$ cat src/rtl/acq_mem_arbiter.sv
// acq_mem_arbiter: runs a single-port acquisition RAM as a byte FIFO.
// The DiscReader writes into it and the host reads it back. The block owns the
// read/write pointers, the fill count and the status flags, and decides which
// requester gets the RAM port.
//
// Optional feature: define ACQ_MEM_ARBITER_CHECKSUM_EN to add a 32-bit running
// sum of every byte delivered to the host.
//
// Ports:
//   clock, reset        rising-edge clock, asynchronous active-low reset
//   flush               synchronous clear of FIFO state
//   acq_wr_req/data/ack producer write handshake (ack is a one-cycle pulse)
//   host_rd_req/data/valid
//                       consumer read handshake (valid is a one-cycle pulse)
//   ram_addr/wdata/we/rd/rdata
//                       external single-port RAM; read data arrives one cycle after ram_rd
//   count, empty, full  fill level and derived flags
//   overflow, underflow sticky error flags
//   checksum            (only with ACQ_MEM_ARBITER_CHECKSUM_EN) sum of delivered bytes
module acq_mem_arbiter #(
    parameter int unsigned ADDR_W        = 3,
    parameter int unsigned HOST_MAX_WAIT = 4
) (
    input  logic              clock,
    input  logic              reset,
    input  logic              flush,
    input  logic              acq_wr_req,
    input  logic [7:0]        acq_wr_data,
    output logic              acq_wr_ack,
    input  logic              host_rd_req,
    output logic [7:0]        host_rd_data,
    output logic              host_rd_valid,
    output logic [ADDR_W-1:0] ram_addr,
    output logic [7:0]        ram_wdata,
    output logic              ram_we,
    output logic              ram_rd,
    input  logic [7:0]        ram_rdata,
    output logic [ADDR_W:0]   count,
    output logic              empty,
    output logic              full,
    output logic              overflow,
    output logic              underflow
`ifdef ACQ_MEM_ARBITER_CHECKSUM_EN
    ,
    output logic [31:0]       checksum
`endif
);

    localparam int unsigned DEPTH = 1 << ADDR_W;
    localparam int unsigned CNT_W = ADDR_W + 1;
    localparam logic [3:0]  WAIT_LIMIT = 4'(HOST_MAX_WAIT);

    typedef enum logic [1:0] {
        IDLE    = 2'd0,
        WR      = 2'd1,
        RD_ADDR = 2'd2,
        RD_DATA = 2'd3
    } state_t;

    state_t            state;
    logic [ADDR_W-1:0] wrptr;
    logic [ADDR_W-1:0] rdptr;
    logic [3:0]        host_wait;

    // A host request seen while its valid pulse is still out is the request
    // that was just served, so it is ignored for that one cycle.
    logic host_req_eff;
    assign host_req_eff = host_rd_req & ~host_rd_valid;

    // FSM, pointers, count, flags and RAM strobes, all registered.
    always_ff @(posedge clock or negedge reset) begin
        if (!reset) begin
            state         <= IDLE;
            wrptr         <= '0;
            rdptr         <= '0;
            host_wait     <= '0;
            count         <= '0;
            empty         <= 1'b1;
            full          <= 1'b0;
            overflow      <= 1'b0;
            underflow     <= 1'b0;
            acq_wr_ack    <= 1'b0;
            host_rd_data  <= '0;
            host_rd_valid <= 1'b0;
            ram_addr      <= '0;
            ram_wdata     <= '0;
            ram_we        <= 1'b0;
            ram_rd        <= 1'b0;
`ifdef ACQ_MEM_ARBITER_CHECKSUM_EN
            checksum      <= '0;
`endif
        end else begin
            // Strobes and pulses default low every cycle.
            acq_wr_ack    <= 1'b0;
            host_rd_valid <= 1'b0;
            ram_we        <= 1'b0;
            ram_rd        <= 1'b0;

            if (flush) begin
                // Abort everything; an in-flight read never produces valid.
                state     <= IDLE;
                wrptr     <= '0;
                rdptr     <= '0;
                host_wait <= '0;
                count     <= '0;
                empty     <= 1'b1;
                full      <= 1'b0;
                overflow  <= 1'b0;
                underflow <= 1'b0;
`ifdef ACQ_MEM_ARBITER_CHECKSUM_EN
                checksum  <= '0;
`endif
            end else begin
                unique case (state)
                    IDLE: begin
                        // Actions for the granted state are registered on entry,
                        // so the strobes are visible during that state's cycle.
                        if (acq_wr_req && !(host_req_eff && host_wait == WAIT_LIMIT)) begin
                            if (host_req_eff && host_wait != 4'd15) begin
                                host_wait <= host_wait + 4'd1;
                            end
                            state      <= WR;
                            acq_wr_ack <= 1'b1;
                            if (!full) begin
                                ram_we    <= 1'b1;
                                ram_addr  <= wrptr;
                                ram_wdata <= acq_wr_data;
                                wrptr     <= wrptr + ADDR_W'(1);
                                count     <= count + CNT_W'(1);
                                empty     <= 1'b0;
                                full      <= (count == CNT_W'(DEPTH - 1));
                            end else begin
                                overflow <= 1'b1;
                            end
                        end else if (host_req_eff) begin
                            host_wait <= '0;
                            state     <= RD_ADDR;
                            if (!empty) begin
                                ram_rd   <= 1'b1;
                                ram_addr <= rdptr;
                                rdptr    <= rdptr + ADDR_W'(1);
                                count    <= count - CNT_W'(1);
                                full     <= 1'b0;
                                empty    <= (count == CNT_W'(1));
                            end
                        end
                    end

                    WR: begin
                        state <= IDLE;
                    end

                    RD_ADDR: begin
                        // ram_rd still high means a real read was issued on entry.
                        if (ram_rd) begin
                            state <= RD_DATA;
                        end else begin
                            underflow     <= 1'b1;
                            host_rd_data  <= 8'h00;
                            host_rd_valid <= 1'b1;
                            state         <= IDLE;
                        end
                    end

                    RD_DATA: begin
                        host_rd_data  <= ram_rdata;
                        host_rd_valid <= 1'b1;
`ifdef ACQ_MEM_ARBITER_CHECKSUM_EN
                        checksum      <= checksum + 32'(ram_rdata);
`endif
                        state         <= IDLE;
                    end

                    default: begin
                        state <= IDLE;
                    end
                endcase
            end
        end
    end

endmodule

$ cat config.mk
export PLATFORM = sky130hd
export DESIGN_NAME = acq_mem_arbiter
export DESIGN_NICKNAME = d
export VERILOG_FILES = /design/src/rtl/acq_mem_arbiter.sv
export SDC_FILE = /design/constraint.sdc
export NUM_CORES = 1
export LEC_CHECK = 0
export ABC_AREA = 1
export CAP_MARGIN = 20
export CORE_ASPECT_RATIO = 1.5
export CORE_MARGIN = 1
export CORE_UTILIZATION = 40
export DETAILED_ROUTE_END_ITERATION = 7
export MAX_ROUTING_LAYER = met4
export PLACE_DENSITY = 0.72
export SLEW_MARGIN = 20
export SYNTH_ARGS = -nofsm -noshare
export SYNTH_HDL_FRONTEND = slang
export SYNTH_SLANG_ARGS = --single-unit
$ cat constraint.sdc
create_clock -name clock -period 2.2 [get_ports clock]
set_clock_uncertainty 0.2 [all_clocks]
set_input_delay 0.33 -clock clock [delete_from_list [all_inputs] [get_ports clock]]
set_output_delay 0.33 -clock clock [all_outputs]
set_load 0.05 [all_outputs]
==> flow_summary.json <==
{
  "critPathTopFamily": "buffers and inverters",
  "slowest_delay_ns": 0.85,
  "dieArea_sq_mm": 0.00606,
  "synthesis.nets": 310,
  "antenna_found_initial": 0,
  "first_iter_violations": 78,
  "syn_area_per_cell_sq_um": 8.15,
  "numClockSinks": 43,
  "yosysUniqueCellTypes": 31,
  "p_leak_nw": 1.50,
  "cp-startpoint": "count[3]",
  "ant_nets": 0,
  "most-common-layout-cells": "95 x nand2_1, 48 x clkdlybuf4s50_1, 42 x dfrtp_1",
  "cts_buffer_depth": 2,
  "gp_congestion": 0.834,
  "fin_tns_setup_ns": 0,
  "rows": 33,
  "path_class": "flop to primary output",
  "setup_ws_ns": 0.0631,
  "core_area_sq_mm": 0.00549,
  "die_w_microns": 63.9,
  "ff2ff_setup_slack_ns": 0.37,
  "cts_tree": "done",
  "setup_viol": 0,
  "whs_ns": 0.282,
  "ioPinCount": 52,
  "path_cells": "clkdlybuf4s50_1",
  "post-route-drc-count": 0,
  "routed_wl_microns": 4730,
  "numCtsBuffers": 5,
  "timing.rr.end": "count[1]",
  "ir_drop_mv": 0.495,
  "pre_cts_ws_ns": 0.112,
  "cts_max_level": 2,
  "critPathMaxFanout": 7,
  "dp_hpwl_microns": 3560,
  "arrival_ns": 1.61,
  "reg2reg_depth": 11,
  "clock-root-buffer": "clkbuf_8",
  "vias": 1931,
  "cp-end-kind": "primary output",
  "die_y_microns": 94.8,
  "min_period_over_period": 0.971,
  "rsz0062_at_grt": "false",
  "status": "finished clean",
  "port-buffer-count": 51,
  "clkLatencyLatePin_ns": 0.30,
  "relSlewSlack": 0.478,
  "final-hold-violation-count": 0,
  "yosysSeqAreaShare": 0.469,
  "firstDrtPassIters": 4,
  "post_route_cells_drive_above_1_share": 0.128,
  "fillerInstances": 510,
  "grt_pass1_vias": 1775,
  "netlist_instances": 282,
  "hp-class": "flop to flop",
  "ys_warn_count": 0,
  "crit_path_end": "count[3]",
  "grt_usage": 0.181,
  "gr-total-overflow": 0,
  "critPathLaunchType": "flop",
  "grt_pass1_wl_microns": 8180,
  "wire_per_inst_microns": 11.4,
  "worstMarginPinSlew_ns": 0.782,
  "worst-path-stages": 1,
  "grt_start_max_net_pins": 37,
  "drv_slew": 0,
  "fmax_mhz": 468,
  "period_needed_ns": 2.14,
  "reg2reg_from": "host_wait[0]",
  "cp.required_ns": 1.67,
  "nNetsFinal": 371,
  "drv_cap": 0,
  "area_growth_pct": 30.2,
  "syn_area_sq_mm": 0.00230,
  "start_util": 0.419,
  "powerDensity_mw_per_mm2": 1120,
  "diodes": 0,
  "cp_num_buf_inv": 1,
  "cpMaxStageDelayCell": "clkdlybuf4s50_1",
  "viasPerCell": 4.66,
  "layout_commonest_cell": "nand2_1",
  "path_clk_slew_ns": 0.08,
  "ys_seq_elements": 43
}
worst min path at each step:
stage,startpoint,to,cells past startpoint
2_1_floorplan,reset,acq_wr_ack,0
3_3_place_gp,reset,ram_addr[1],1
3_5_place_dp,reset,ram_wdata[0],1
4_1_cts,ram_wdata[4],ram_wdata[4],2
5_1_grt,ram_wdata[4],ram_wdata[4],2
6_report,ram_wdata[4],ram_wdata[4],2
cell type report:
class	count	area [sq um]	share of cell area
clock buffers	7	86.3	0.0288
repair buffers	61	578	0.193
flip-flops and latches	43	1080	0.360
well taps	70	87.6	0.0293
multi-input cells	198	1030	0.344
clock inverters	1	5.00	0.00167
inverters	34	128	0.0426
cell families after synthesis:
logic type,share of synthesized area
compound gates,0.0577
xor+xnor,0.0229
fa+ha+maj,0.0381
buf+inv,0.0827
flops,0.469
simple gates,0.330
registers in the layout, summed over array words and instances (netlist names):
register       flops
ram_addr           3
host_rd_valid      1
acq_wr_ack         1
host_wait          4
ram_we             1
state              2
ram_rd             1
wrptr              3
empty              1
underflow          1
count              4
ram_wdata          8
overflow           1
rdptr              3
host_rd_data       8
full               1
power breakdown:
part / switching, W / total, W / internal, W / leakage, nW
clock: 0.000254 / 0.000508 / 0.000253 / 0.0482
sequential: 0.000194 / 0.00120 / 0.00101 / 0.568
combinational: 0.00109 / 0.00165 / 0.000560 / 0.879
through the flow:
step / util / instances / instance area (sq um) / power, W
floorplan: - / 282 / 2300 / 0.00235
global placement: 0.527 / 405 / 2890 / 0.00285
detailed placement: 0.527 / 405 / 2890 / 0.00287
global route: 0.545 / 414 / 2990 / 0.00359
CTS: 0.545 / 414 / 2990 / 0.00339
finish: 0.545 / 414 / 2990 / 0.00335
synth_stat cells, drive strengths merged:
cell type,n,area share
nand2,101,0.17
dfrtp,42,0.46
nand3,36,0.096
inv,34,0.056
nor2,19,0.041
o21ai,16,0.041
buf,7,0.027
ha,7,0.038
a21oi,4,0.010
nand4,4,0.011
xor2,4,0.015
nand3b,2,0.0065
xnor2,2,0.0076
a31oi,1,0.0027
dfstp,1,0.011
nor3,1,0.0022
o31ai,1,0.0033
routing by layer:
| layer | share of wire | routed length (microns) | vias to the layer above | GRT usage |
|---|---|---|---|---|
| li1 | - | - | 1012 | - |
| met1 | 0.44 | 2100 | 876 | 0.215 |
| met2 | 0.52 | 2460 | 38 | 0.296 |
| met3 | 0.030 | 141 | 5 | 0.0374 |
| met4 | 0.0070 | 33 | 0 | 0.0795 |
| met5 | 0 | 0 | - | - |
what timing repair did:
item | in CTS | in global routing
hold buffers | 1 | 0
gates resized for setup | 0 | 0
hold endpoints to repair | 33 | 0
buffers inserted | 0 | 0
No activity file was read; power rests on OpenSTA's default activity.
